===== src/rtl/axi_burst_injector_if.sv =====
// AXI4 manager-side bus bundle for the burst injector (AW/W/B/AR/R channels).
// The master modport is the injector's view; the slave modport is the fabric's view.
interface axi_burst_injector_if #(
    parameter int DATA_WIDTH = 256,
    parameter int ADDR_WIDTH = 48,
    parameter int ID_WIDTH   = 24
) ();
    logic [ID_WIDTH-1:0]     awid;
    logic [ADDR_WIDTH-1:0]   awaddr;
    logic [7:0]              awlen;
    logic [2:0]              awsize;
    logic [1:0]              awburst;
    logic [2:0]              awprot;
    logic [3:0]              awqos;
    logic                    awvalid;
    logic                    awready;

    logic [DATA_WIDTH-1:0]   wdata;
    logic [DATA_WIDTH/8-1:0] wstrb;
    logic                    wlast;
    logic                    wvalid;
    logic                    wready;

    logic [ID_WIDTH-1:0]     bid;
    logic [1:0]              bresp;
    logic                    bvalid;
    logic                    bready;

    logic [ID_WIDTH-1:0]     arid;
    logic [ADDR_WIDTH-1:0]   araddr;
    logic [7:0]              arlen;
    logic [2:0]              arsize;
    logic [1:0]              arburst;
    logic [2:0]              arprot;
    logic [3:0]              arqos;
    logic                    arvalid;
    logic                    arready;

    logic [ID_WIDTH-1:0]     rid;
    logic [DATA_WIDTH-1:0]   rdata;
    logic [1:0]              rresp;
    logic                    rlast;
    logic                    rvalid;
    logic                    rready;

    modport master (
        output awid, awaddr, awlen, awsize, awburst, awprot, awqos, awvalid,
        input  awready,
        output wdata, wstrb, wlast, wvalid,
        input  wready,
        input  bid, bresp, bvalid,
        output bready,
        output arid, araddr, arlen, arsize, arburst, arprot, arqos, arvalid,
        input  arready,
        input  rid, rdata, rresp, rlast, rvalid,
        output rready
    );

    modport slave (
        input  awid, awaddr, awlen, awsize, awburst, awprot, awqos, awvalid,
        output awready,
        input  wdata, wstrb, wlast, wvalid,
        output wready,
        output bid, bresp, bvalid,
        input  bready,
        input  arid, araddr, arlen, arsize, arburst, arprot, arqos, arvalid,
        output arready,
        output rid, rdata, rresp, rlast, rvalid,
        input  rready
    );
endinterface


===== src/rtl/axi_burst_injector.sv =====
// Single-burst AXI4 traffic injector: one INCR write or read per command, seeded data pattern.
// Define AXI_BURST_INJECTOR_READ_CHECK_EN to compare read data against the pattern.
//
// state      | meaning
// IDLE       | waiting for a command, cmd_ready high
// WRITE      | AW and W issued independently until both complete
// WRITE_RESP | waiting for B response
// READ_ADDR  | AR issued until accepted
// READ_DATA  | consuming R beats
// DONE       | one-cycle completion pulse
module axi_burst_injector #(
    parameter int          DATA_WIDTH = 256,
    parameter int          ADDR_WIDTH = 48,
    parameter int          ID_WIDTH   = 24,
    parameter logic [3:0]  QOS        = 4'd0
) (
    input  logic                  aclock,
    input  logic                  areset,
    input  logic                  cmd_valid,
    output logic                  cmd_ready,
    input  logic                  cmd_write,
    input  logic [ID_WIDTH-1:0]   cmd_id,
    input  logic [ADDR_WIDTH-1:0] cmd_addr,
    input  logic [7:0]            cmd_len,
    input  logic [2:0]            cmd_prot,
    input  logic [31:0]           cmd_seed,
    output logic                  done_pulse,
    output logic                  done_error,
    output logic [15:0]           mismatch_count,
    output logic                  busy,
    axi_burst_injector_if.master  axi
);
    localparam logic [2:0] BEAT_SIZE = 3'($clog2(DATA_WIDTH/8));

    typedef enum logic [2:0] {IDLE, WRITE, WRITE_RESP, READ_ADDR, READ_DATA, DONE} state_t;

    state_t                state, state_nxt;
    logic                  write_q;
    logic [ID_WIDTH-1:0]   id_q;
    logic [ADDR_WIDTH-1:0] addr_q;
    logic [7:0]            len_q;
    logic [2:0]            prot_q;
    logic [31:0]           seed_q;
    logic [7:0]            beat_cnt;
    logic                  aw_done, w_done, err_q;
    logic                  accept, aw_hs, w_hs, last_beat, beat_mismatch;
    logic [31:0]           cur_word;

    function automatic logic [DATA_WIDTH-1:0] pattern(input logic [31:0] word);
        return {(DATA_WIDTH/32){word}};
    endfunction

    assign accept    = cmd_valid & cmd_ready;
    assign aw_hs     = axi.awvalid & axi.awready;
    assign w_hs      = axi.wvalid & axi.wready;
    assign last_beat = (beat_cnt == len_q);
    assign cur_word  = seed_q + {24'd0, beat_cnt};

    assign axi.awid    = id_q;
    assign axi.awaddr  = addr_q;
    assign axi.awlen   = len_q;
    assign axi.awsize  = BEAT_SIZE;
    assign axi.awburst = 2'b01;
    assign axi.awprot  = prot_q;
    assign axi.awqos   = QOS;
    assign axi.wdata   = pattern(cur_word);
    assign axi.wstrb   = '1;
    assign axi.wlast   = last_beat;
    assign axi.arid    = id_q;
    assign axi.araddr  = addr_q;
    assign axi.arlen   = len_q;
    assign axi.arsize  = BEAT_SIZE;
    assign axi.arburst = 2'b01;
    assign axi.arprot  = prot_q;
    assign axi.arqos   = QOS;

    assign busy       = (state != IDLE);
    assign done_error = (state == DONE) & err_q;

    always_comb begin
        state_nxt   = state;
        cmd_ready   = 1'b0;
        axi.awvalid = 1'b0;
        axi.wvalid  = 1'b0;
        axi.bready  = 1'b0;
        axi.arvalid = 1'b0;
        axi.rready  = 1'b0;
        done_pulse  = 1'b0;
        case (state)
            IDLE: begin
                cmd_ready = ~areset;
                if (cmd_valid && !areset)
                    state_nxt = cmd_write ? WRITE : READ_ADDR;
            end
            WRITE: begin
                axi.awvalid = ~aw_done;
                axi.wvalid  = ~w_done;
                if ((aw_done || aw_hs) && (w_done || (w_hs && last_beat)))
                    state_nxt = WRITE_RESP;
            end
            WRITE_RESP: begin
                axi.bready = 1'b1;
                if (axi.bvalid)
                    state_nxt = DONE;
            end
            READ_ADDR: begin
                axi.arvalid = 1'b1;
                if (axi.arready)
                    state_nxt = READ_DATA;
            end
            READ_DATA: begin
                axi.rready = 1'b1;
                if (axi.rvalid && (axi.rlast || last_beat))
                    state_nxt = DONE;
            end
            DONE: begin
                done_pulse = 1'b1;
                state_nxt  = IDLE;
            end
            default: state_nxt = IDLE;
        endcase
    end

    always_ff @(posedge aclock) begin
        if (areset) begin
            state    <= IDLE;
            write_q  <= 1'b0;
            id_q     <= '0;
            addr_q   <= '0;
            len_q    <= '0;
            prot_q   <= '0;
            seed_q   <= '0;
            beat_cnt <= '0;
            aw_done  <= 1'b0;
            w_done   <= 1'b0;
            err_q    <= 1'b0;
        end else begin
            state <= state_nxt;
            if (accept) begin
                write_q  <= cmd_write;
                id_q     <= cmd_id;
                addr_q   <= cmd_addr;
                len_q    <= cmd_len;
                prot_q   <= cmd_prot;
                seed_q   <= cmd_seed;
                beat_cnt <= '0;
                aw_done  <= 1'b0;
                w_done   <= 1'b0;
                err_q    <= 1'b0;
            end
            if (state == WRITE) begin
                if (aw_hs)
                    aw_done <= 1'b1;
                if (w_hs) begin
                    if (last_beat)
                        w_done <= 1'b1;
                    else
                        beat_cnt <= beat_cnt + 8'd1;
                end
            end
            if (state == WRITE_RESP && axi.bvalid)
                err_q <= err_q | (axi.bresp != 2'b00) | (axi.bid != id_q);
            // rlast and the local count must agree; either one ends the burst
            if (state == READ_DATA && axi.rvalid) begin
                err_q <= err_q | (axi.rresp != 2'b00) | (axi.rid != id_q)
                         | (axi.rlast != last_beat) | beat_mismatch;
                if (!(axi.rlast || last_beat))
                    beat_cnt <= beat_cnt + 8'd1;
            end
        end
    end

`ifdef AXI_BURST_INJECTOR_READ_CHECK_EN
    logic [15:0] mm_cnt;

    assign beat_mismatch  = (axi.rdata != pattern(cur_word));
    assign mismatch_count = mm_cnt;

    always_ff @(posedge aclock) begin
        if (areset || accept)
            mm_cnt <= '0;
        else if (state == READ_DATA && axi.rvalid && beat_mismatch && mm_cnt != 16'hFFFF)
            mm_cnt <= mm_cnt + 16'd1;
    end
`else
    logic unused_rdata;

    assign beat_mismatch  = 1'b0;
    assign mismatch_count = 16'd0;
    assign unused_rdata   = ^{axi.rdata, write_q};
`endif

endmodule


===== src/flat_wrapper.sv =====
// flat-port wrapper written by rule: the top's interface ports become plain ports
module axi_burst_injector_flat 
#(
    parameter int          DATA_WIDTH = 256,
    parameter int          ADDR_WIDTH = 48,
    parameter int          ID_WIDTH   = 24,
    parameter logic [3:0]  QOS        = 4'd0
)
  (aclock, areset, cmd_valid, cmd_ready, cmd_write, cmd_id, cmd_addr, cmd_len, cmd_prot, cmd_seed, done_pulse, done_error, mismatch_count, busy, axi_awid, axi_awaddr, axi_awlen, axi_awsize, axi_awburst, axi_awprot, axi_awqos, axi_awvalid, axi_awready, axi_wdata, axi_wstrb, axi_wlast, axi_wvalid, axi_wready, axi_bid, axi_bresp, axi_bvalid, axi_bready, axi_arid, axi_araddr, axi_arlen, axi_arsize, axi_arburst, axi_arprot, axi_arqos, axi_arvalid, axi_arready, axi_rid, axi_rdata, axi_rresp, axi_rlast, axi_rvalid, axi_rready);
  axi_burst_injector_if #(.DATA_WIDTH(DATA_WIDTH), .ADDR_WIDTH(ADDR_WIDTH), .ID_WIDTH(ID_WIDTH)) axi_i ();
  input  logic aclock;
  input  logic areset;
  input  logic cmd_valid;
  output logic cmd_ready;
  input  logic cmd_write;
  input  logic [ID_WIDTH-1:0] cmd_id;
  input  logic [ADDR_WIDTH-1:0] cmd_addr;
  input  logic [7:0] cmd_len;
  input  logic [2:0] cmd_prot;
  input  logic [31:0] cmd_seed;
  output logic done_pulse;
  output logic done_error;
  output logic [15:0] mismatch_count;
  output logic busy;
  output wire logic [$bits(axi_i.awid)-1:0] axi_awid;
  output wire logic [$bits(axi_i.awaddr)-1:0] axi_awaddr;
  output wire logic [$bits(axi_i.awlen)-1:0] axi_awlen;
  output wire logic [$bits(axi_i.awsize)-1:0] axi_awsize;
  output wire logic [$bits(axi_i.awburst)-1:0] axi_awburst;
  output wire logic [$bits(axi_i.awprot)-1:0] axi_awprot;
  output wire logic [$bits(axi_i.awqos)-1:0] axi_awqos;
  output wire logic [$bits(axi_i.awvalid)-1:0] axi_awvalid;
  input wire logic [$bits(axi_i.awready)-1:0] axi_awready;
  output wire logic [$bits(axi_i.wdata)-1:0] axi_wdata;
  output wire logic [$bits(axi_i.wstrb)-1:0] axi_wstrb;
  output wire logic [$bits(axi_i.wlast)-1:0] axi_wlast;
  output wire logic [$bits(axi_i.wvalid)-1:0] axi_wvalid;
  input wire logic [$bits(axi_i.wready)-1:0] axi_wready;
  input wire logic [$bits(axi_i.bid)-1:0] axi_bid;
  input wire logic [$bits(axi_i.bresp)-1:0] axi_bresp;
  input wire logic [$bits(axi_i.bvalid)-1:0] axi_bvalid;
  output wire logic [$bits(axi_i.bready)-1:0] axi_bready;
  output wire logic [$bits(axi_i.arid)-1:0] axi_arid;
  output wire logic [$bits(axi_i.araddr)-1:0] axi_araddr;
  output wire logic [$bits(axi_i.arlen)-1:0] axi_arlen;
  output wire logic [$bits(axi_i.arsize)-1:0] axi_arsize;
  output wire logic [$bits(axi_i.arburst)-1:0] axi_arburst;
  output wire logic [$bits(axi_i.arprot)-1:0] axi_arprot;
  output wire logic [$bits(axi_i.arqos)-1:0] axi_arqos;
  output wire logic [$bits(axi_i.arvalid)-1:0] axi_arvalid;
  input wire logic [$bits(axi_i.arready)-1:0] axi_arready;
  input wire logic [$bits(axi_i.rid)-1:0] axi_rid;
  input wire logic [$bits(axi_i.rdata)-1:0] axi_rdata;
  input wire logic [$bits(axi_i.rresp)-1:0] axi_rresp;
  input wire logic [$bits(axi_i.rlast)-1:0] axi_rlast;
  input wire logic [$bits(axi_i.rvalid)-1:0] axi_rvalid;
  output wire logic [$bits(axi_i.rready)-1:0] axi_rready;
  assign axi_awid = axi_i.awid;
  assign axi_awaddr = axi_i.awaddr;
  assign axi_awlen = axi_i.awlen;
  assign axi_awsize = axi_i.awsize;
  assign axi_awburst = axi_i.awburst;
  assign axi_awprot = axi_i.awprot;
  assign axi_awqos = axi_i.awqos;
  assign axi_awvalid = axi_i.awvalid;
  assign axi_i.awready = axi_awready;
  assign axi_wdata = axi_i.wdata;
  assign axi_wstrb = axi_i.wstrb;
  assign axi_wlast = axi_i.wlast;
  assign axi_wvalid = axi_i.wvalid;
  assign axi_i.wready = axi_wready;
  assign axi_i.bid = axi_bid;
  assign axi_i.bresp = axi_bresp;
  assign axi_i.bvalid = axi_bvalid;
  assign axi_bready = axi_i.bready;
  assign axi_arid = axi_i.arid;
  assign axi_araddr = axi_i.araddr;
  assign axi_arlen = axi_i.arlen;
  assign axi_arsize = axi_i.arsize;
  assign axi_arburst = axi_i.arburst;
  assign axi_arprot = axi_i.arprot;
  assign axi_arqos = axi_i.arqos;
  assign axi_arvalid = axi_i.arvalid;
  assign axi_i.arready = axi_arready;
  assign axi_i.rid = axi_rid;
  assign axi_i.rdata = axi_rdata;
  assign axi_i.rresp = axi_rresp;
  assign axi_i.rlast = axi_rlast;
  assign axi_i.rvalid = axi_rvalid;
  assign axi_rready = axi_i.rready;
  axi_burst_injector #(.DATA_WIDTH(DATA_WIDTH), .ADDR_WIDTH(ADDR_WIDTH), .ID_WIDTH(ID_WIDTH), .QOS(QOS)) u_core (.aclock(aclock), .areset(areset), .cmd_valid(cmd_valid), .cmd_ready(cmd_ready), .cmd_write(cmd_write), .cmd_id(cmd_id), .cmd_addr(cmd_addr), .cmd_len(cmd_len), .cmd_prot(cmd_prot), .cmd_seed(cmd_seed), .done_pulse(done_pulse), .done_error(done_error), .mismatch_count(mismatch_count), .busy(busy), .axi(axi_i));
endmodule

===== config.mk =====
export PLATFORM = sky130hd
export DESIGN_NAME = axi_burst_injector_flat
export DESIGN_NICKNAME = d
export VERILOG_FILES = /design/src/rtl/axi_burst_injector_if.sv /design/src/rtl/axi_burst_injector.sv /design/src/flat_wrapper.sv
export SDC_FILE = /design/constraint.sdc
export NUM_CORES = 1
export LEC_CHECK = 0
export BUFFER_PORTS_ARGS = -buffer_cell sky130_fd_sc_hd__buf_4
export CORE_AREA = 2 2 358 360
export DETAILED_ROUTE_END_ITERATION = 6
export DIE_AREA = 0 0 360 362
export PLACE_DENSITY = 0.3
export SLEW_MARGIN = 20
export SYNTH_ARGS = -nofsm -noshare
export SYNTH_HDL_FRONTEND = slang
export SYNTH_SLANG_ARGS = --single-unit

===== constraint.sdc =====
create_clock -name aclock -period 3.9 [get_ports aclock]
set_input_delay 0.78 -clock aclock [delete_from_list [all_inputs] [get_ports aclock]]
set_output_delay 0.78 -clock aclock [all_outputs]
set_load 0.01 [all_outputs]

After elaboration in Yosys (flattened, before gate mapping)
Cells that the tools add are included.
{"block": "word_totals", "register_bits": 129, "latchBits": 0, "mem_bits_rw": 0, "mem_bits_ro": 0, "out_inout_bits": 498, "word_cells": 84, "mem_count": 0}
{"block": "op_classes", "addsub": 2, "mul": 0, "n_div": 0, "order_cmp": 0, "n_eq_ne": 14, "shifts": 0, "muxes": 30, "n_bitwise": 12, "reduce_logical": 16}
{"operator": "two-way mux 8 bit", "n": 6}
{"operator": "!= test 24 bit", "n": 2}
{"operator": "adder 32 x 8 -> 32 bit", "n": 1}
{"operator": "two-way mux 1 bit", "n": 17}
{"operator": "two-way mux 3 bit", "n": 5}
{"operator": "case mux 3 bit (5 select lines)", "n": 1}
{"operator": "adder 8 x 1 -> 8 bit, second input constant", "n": 1}
{"operator": "== test 8 bit", "n": 1}
{"operator": "== test 3 x 2 -> 1 bit, second input constant", "n": 2}
{"operator": "== test 3 bit, second input constant", "n": 2}
{"operator": "logical AND 1 bit", "n": 6}
{"operator": "!= test 2 x 1 -> 1 bit, second input constant", "n": 3}
{"operator": "nonzero test 3 bit", "n": 2}
{"operator": "OR 1 bit", "n": 5}
{"operator": "AND reduction 5 bit", "n": 1}
{"operator": "bitwise AND 1 bit", "n": 4}
{"operator": "!= test 2 bit, second input constant", "n": 2}
{"operator": "nonzero test 2 bit", "n": 2}
{"operator": "== test 3 x 1 -> 1 bit, second input constant", "n": 1}
{"operator": "logical NOT 3 bit", "n": 1}
{"operator": "logical OR 1 bit", "n": 3}
{"operator": "inverter 1 bit", "n": 3}
{"operator": "two-way mux 2 bit", "n": 1}
{"operator": "logical NOT 1 bit", "n": 1}
{"operator": "!= test 1 bit", "n": 1}

Depth between registers and ports, before layout
{"block": "depth", "word_depth": 9, "ltp_mapped": 10, "ltp_nobuf": 9}

Least setup slack after synthesis
OpenSTA, ideal clock, no wires.
{"block": "synth_timing", "path_kind": "register to output", "start": "register u_core.beat_cnt[0]", "end": "output port axi_wdata[112]", "arrival_ns": 2.635, "t_required_ns": 3.120, "path_slack_ns": 0.485, "stages_incl_launch_ff": 10, "path_buffers": 2, "path_cell_list": "dfxtp_1 ha_1 fa_1 a21o_1 a21oi_1 o21a_1 clkbuf_1 nor3_1 xor2_1 buf_4"}
{"block": "synth_via", "elab_chain_cells": 1}
{"item": "start, declared", "line": "axi_burst_injector.sv:44", "source": "logic [7:0] beat_cnt;"}
{"item": "start signal, assigned", "line": "axi_burst_injector.sv:158", "source": "beat_cnt <= beat_cnt + 8'd1;"}
{"item": "start signal, assigned", "line": "axi_burst_injector.sv:168", "source": "beat_cnt <= beat_cnt + 8'd1;"}
{"item": "adder 32 x 8 -> 32 bit", "line": "axi_burst_injector.sv:57", "source": "assign cur_word = seed_q + {24'd0, beat_cnt};"}
{"item": "end, declared", "line": "flat_wrapper.sv:34", "source": "output wire logic [$bits(axi_i.wdata)-1:0] axi_wdata;"}
No other way between the ends.

Worst setup path in the final report
{"block": "layout_timing", "start": "register u_core.beat_cnt[0]", "end": "output port axi_wdata[92]"}
The elaborated chain is that of the path after synthesis.

==> flow_summary.yaml <==
die:
  dieHeight_um: 362
  rows: 131
  core_um2: 127000
  die-area_um2: 130000
  initial_core_util: 0.0745
  ioPinCount: 931
  die_w_um: 360
sta:
  fin_setup_tns_ns: 0
  rsz0062_at_grt: "false"
  worst_slew_pin_slew_ns: 0.802
  slew_headroom: 0.462
  whs_ns: 0.444
  setup_viol: 0
  clock.fmax_mhz: 270
  finalCriticalPeriod_ns: 3.70
  period_share: 0.948
  skew_ns: 0.0175
  worst_slack_ns: 0.201
  finalMaxSlewViolations: 0
  hold_viol_final: 0
min_path:
  hold_path_class: "primary input to flop"
  hold_start: "cmd_addr[14]"
routing:
  num_vias: 8449
  drc: 0
  dr.pass1.iters: 4
  drt-total-wl_mm: 50.2
  wl_per_cell_um: 15.7
  drt_iter0_markers: 248
  vias_per_cell: 2.64
  ant_nets: 0
clocking:
  clockBufferDepth: 2
  clock-sinks: 129
  worstSkewPairLatency_ns: 0.52
  cts_max_level: 4
  clockRootBuffer: "clkbuf_16"
  cts_tree: "built"
  cts_buffers: 17
  holdBufCountCts: 0
  clk_pin_slew_ns: 0.08
cells_and_area:
  nets: 1969
  area_delta_synth_final_pct: 53.5
  final_cell_mix: "buf_4, nand2_1, dfxtp_1, o21ai_0, conb_1"
  layout_commonest_cell: "buf_4"
  final_cells: 3203
  drive_above_1_share: 0.472
  nFillCells: 14676
logic_synthesis:
  synth.distinct_cells: 52
  syn_area_per_cell_um2: 7.88
  synth_cells: 1197
  synthFlopType: "dfxtp_1"
  ys_seq_area_frac: 0.274
  ys_ff_latch: 129
  syn_area_um2: 9440
  async_flop_share: 0
  synth-edff-count: 0
  yosys_warnings: 0
setup_path:
  crit_type: "flop to primary output"
  worstPathArrival_ns: 2.92
  regToRegSetupSlack_ns: 1.02
  critPathCapture: "axi_wdata[92]"
  r2r_cells: 8
  cp.required_ns: 3.12
  cp-startpoint: "u_core.beat_cnt[0]"
  end_kind: "primary output"
  path_max_fanout: 12
  r2r-end: "u_core.err_q"
  r2r_start: "u_core.axi.arlen[0]"
  crit_path_start_kind: "flop"
grt:
  antenna_found_initial: 13
  grt_max_degree: 89
  grt.overflow.total: 0
  grt_first_pass_wirelength_mm: 66.8
  grtUsageTotal: 0.0753
  grt_pass1_vias: 8148
power_and_ir_drop:
  p_leak_uw: 0.00661
  peakVddDrop_mv: 0.390
  power_density_nw_per_um2: 526
place:
  port_buffers: 608
  place_inst: 3160
  gp_congestion: 0.687
  hpwl_mm: 41.2
  post-place-ws_ns: 0.134
flow_run:
  drv_cap: 0
status:
  outcome: "complete, no violations"
-- registers in the layout (all words and copies together), names as in the netlist --
register	flops
u_core.axi.araddr	48
u_core.axi.arid	24
u_core.aw_done	1
u_core.axi.arlen	8
u_core.err_q	1
u_core.w_done	1
u_core.axi.arprot	3
u_core.beat_cnt	8
u_core.state	3
u_core.seed_q	32
-- critical path: stages, from the launching register on --
cell,delay (ns)
dfxtp_1,0.34
ha_1,0.24
fa_2,0.36
a21o_1,0.20
a21oi_2,0.20
o21a_1,0.21
buf_12,0.16
nor4_2,0.07
xor2_1,0.16
buf_4,0.16
buf_4,0.15
buf_4,0.14
-- layout make-up --
type	instances	area, µm²	area share
Antenna cell	3	7.51	0.000518
Clock buffer	17	425	0.0294
Clock inverter	15	160	0.0111
Inverter	10	37.5	0.00259
Multi-Input combinational cell	700	4120	0.284
Sequential cell	129	2590	0.179
Tap cell	1662	2080	0.144
Timing Repair Buffer	667	5060	0.350
-- synthesized netlist by cell type, drive strengths merged (2+ instances only) --
| cell | instances | area (µm²) |
|---|---|---|
| buf | 394 | 2920 |
| nand2 | 196 | 736 |
| dfxtp | 129 | 2580 |
| o21ai | 67 | 335 |
| nand3b | 64 | 480 |
| nand2b | 57 | 357 |
| xor2 | 46 | 403 |
| xnor2 | 39 | 342 |
| clkbuf | 28 | 105 |
| a21oi | 18 | 90.1 |
| nor4 | 16 | 113 |
| nor2 | 15 | 56.3 |
| nor3 | 15 | 75.1 |
| nand3 | 13 | 77.6 |
| nand4 | 11 | 68.8 |
| ha | 10 | 125 |
| inv | 10 | 37.5 |
| and3 | 9 | 57.6 |
| or3 | 6 | 42.5 |
| and2 | 5 | 31.3 |
| o2111ai | 5 | 43.8 |
| o211ai | 4 | 30.0 |
| or4 | 4 | 30.0 |
| a211oi | 3 | 27.5 |
| a21o | 3 | 22.5 |
| a31oi | 3 | 18.8 |
| nand4b | 3 | 26.3 |
| o21bai | 3 | 22.5 |
| o31ai | 3 | 22.5 |
| a221oi | 2 | 17.5 |
| a22oi | 2 | 15.0 |
| conb | 2 | 7.51 |
| mux2i | 2 | 20.0 |
-- worst min-delay path by stage --
stage,endpoint,slack (ns),cells past startpoint
global route,u_core.axi.araddr[14],0.40,3
CTS,u_core.axi.araddr[40],0.37,3
floorplan,u_core.w_done,0.43,2
detailed placement,u_core.w_done,0.44,2
finish,u_core.axi.araddr[14],0.44,3
global placement,u_core.w_done,0.44,2
-- metal layers --
layer,up-vias,part of all wire,track usage
met5,-,0.0013,0
met4,12,0.020,0.0263
met3,44,0.089,0.0312
met2,448,0.43,0.114
met1,3816,0.46,0.0953
li1,4129,-,-
-- stage by stage --
| step | total power [µW] | instance area, µm² | util |
|---|---|---|---|
| after detailed placement | 6030 | 13700 | 0.108 |
| final | 7610 | 14500 | 0.114 |
| after global placement | 6070 | 13700 | 0.108 |
| after floorplan | 4400 | 9680 | - |
| after CTS | 7920 | 14400 | 0.114 |
| after global routing | 8180 | 14500 | 0.114 |
-- power by group --
part | internal [µW] | total [µW] | switching (µW)
clock | 943 | 1740 | 796
sequential | 1610 | 2060 | 453
combinational | 1810 | 3810 | 2010
-- timing repair --
item / 4_1_cts / 5_1_grt
endpoints found under the setup margin: 119 / 45
gates resized for setup: 13 / 7
pin swaps: 4 / 4
buffers inserted: 4 / 4
-- cell families (layout without fill, tap and decap cells) --
| logic type | Yosys count | after routing | synth area share |
|---|---|---|---|
| multiplexers | 2 | 2 | 0.00212 |
| adder cells (fa/ha/maj) | 11 | 11 | 0.0154 |
| AND/OR/NAND/NOR | 419 | 419 | 0.233 |
| other | 2 | 69 | 0.000796 |
| XOR/XNOR | 85 | 85 | 0.0789 |
| AO/OA/AOI/OAI | 117 | 117 | 0.0719 |
| flip-flops | 129 | 129 | 0.274 |
| buffers and inverters | 432 | 709 | 0.324 |
Power figures use the tool's default switching activity.
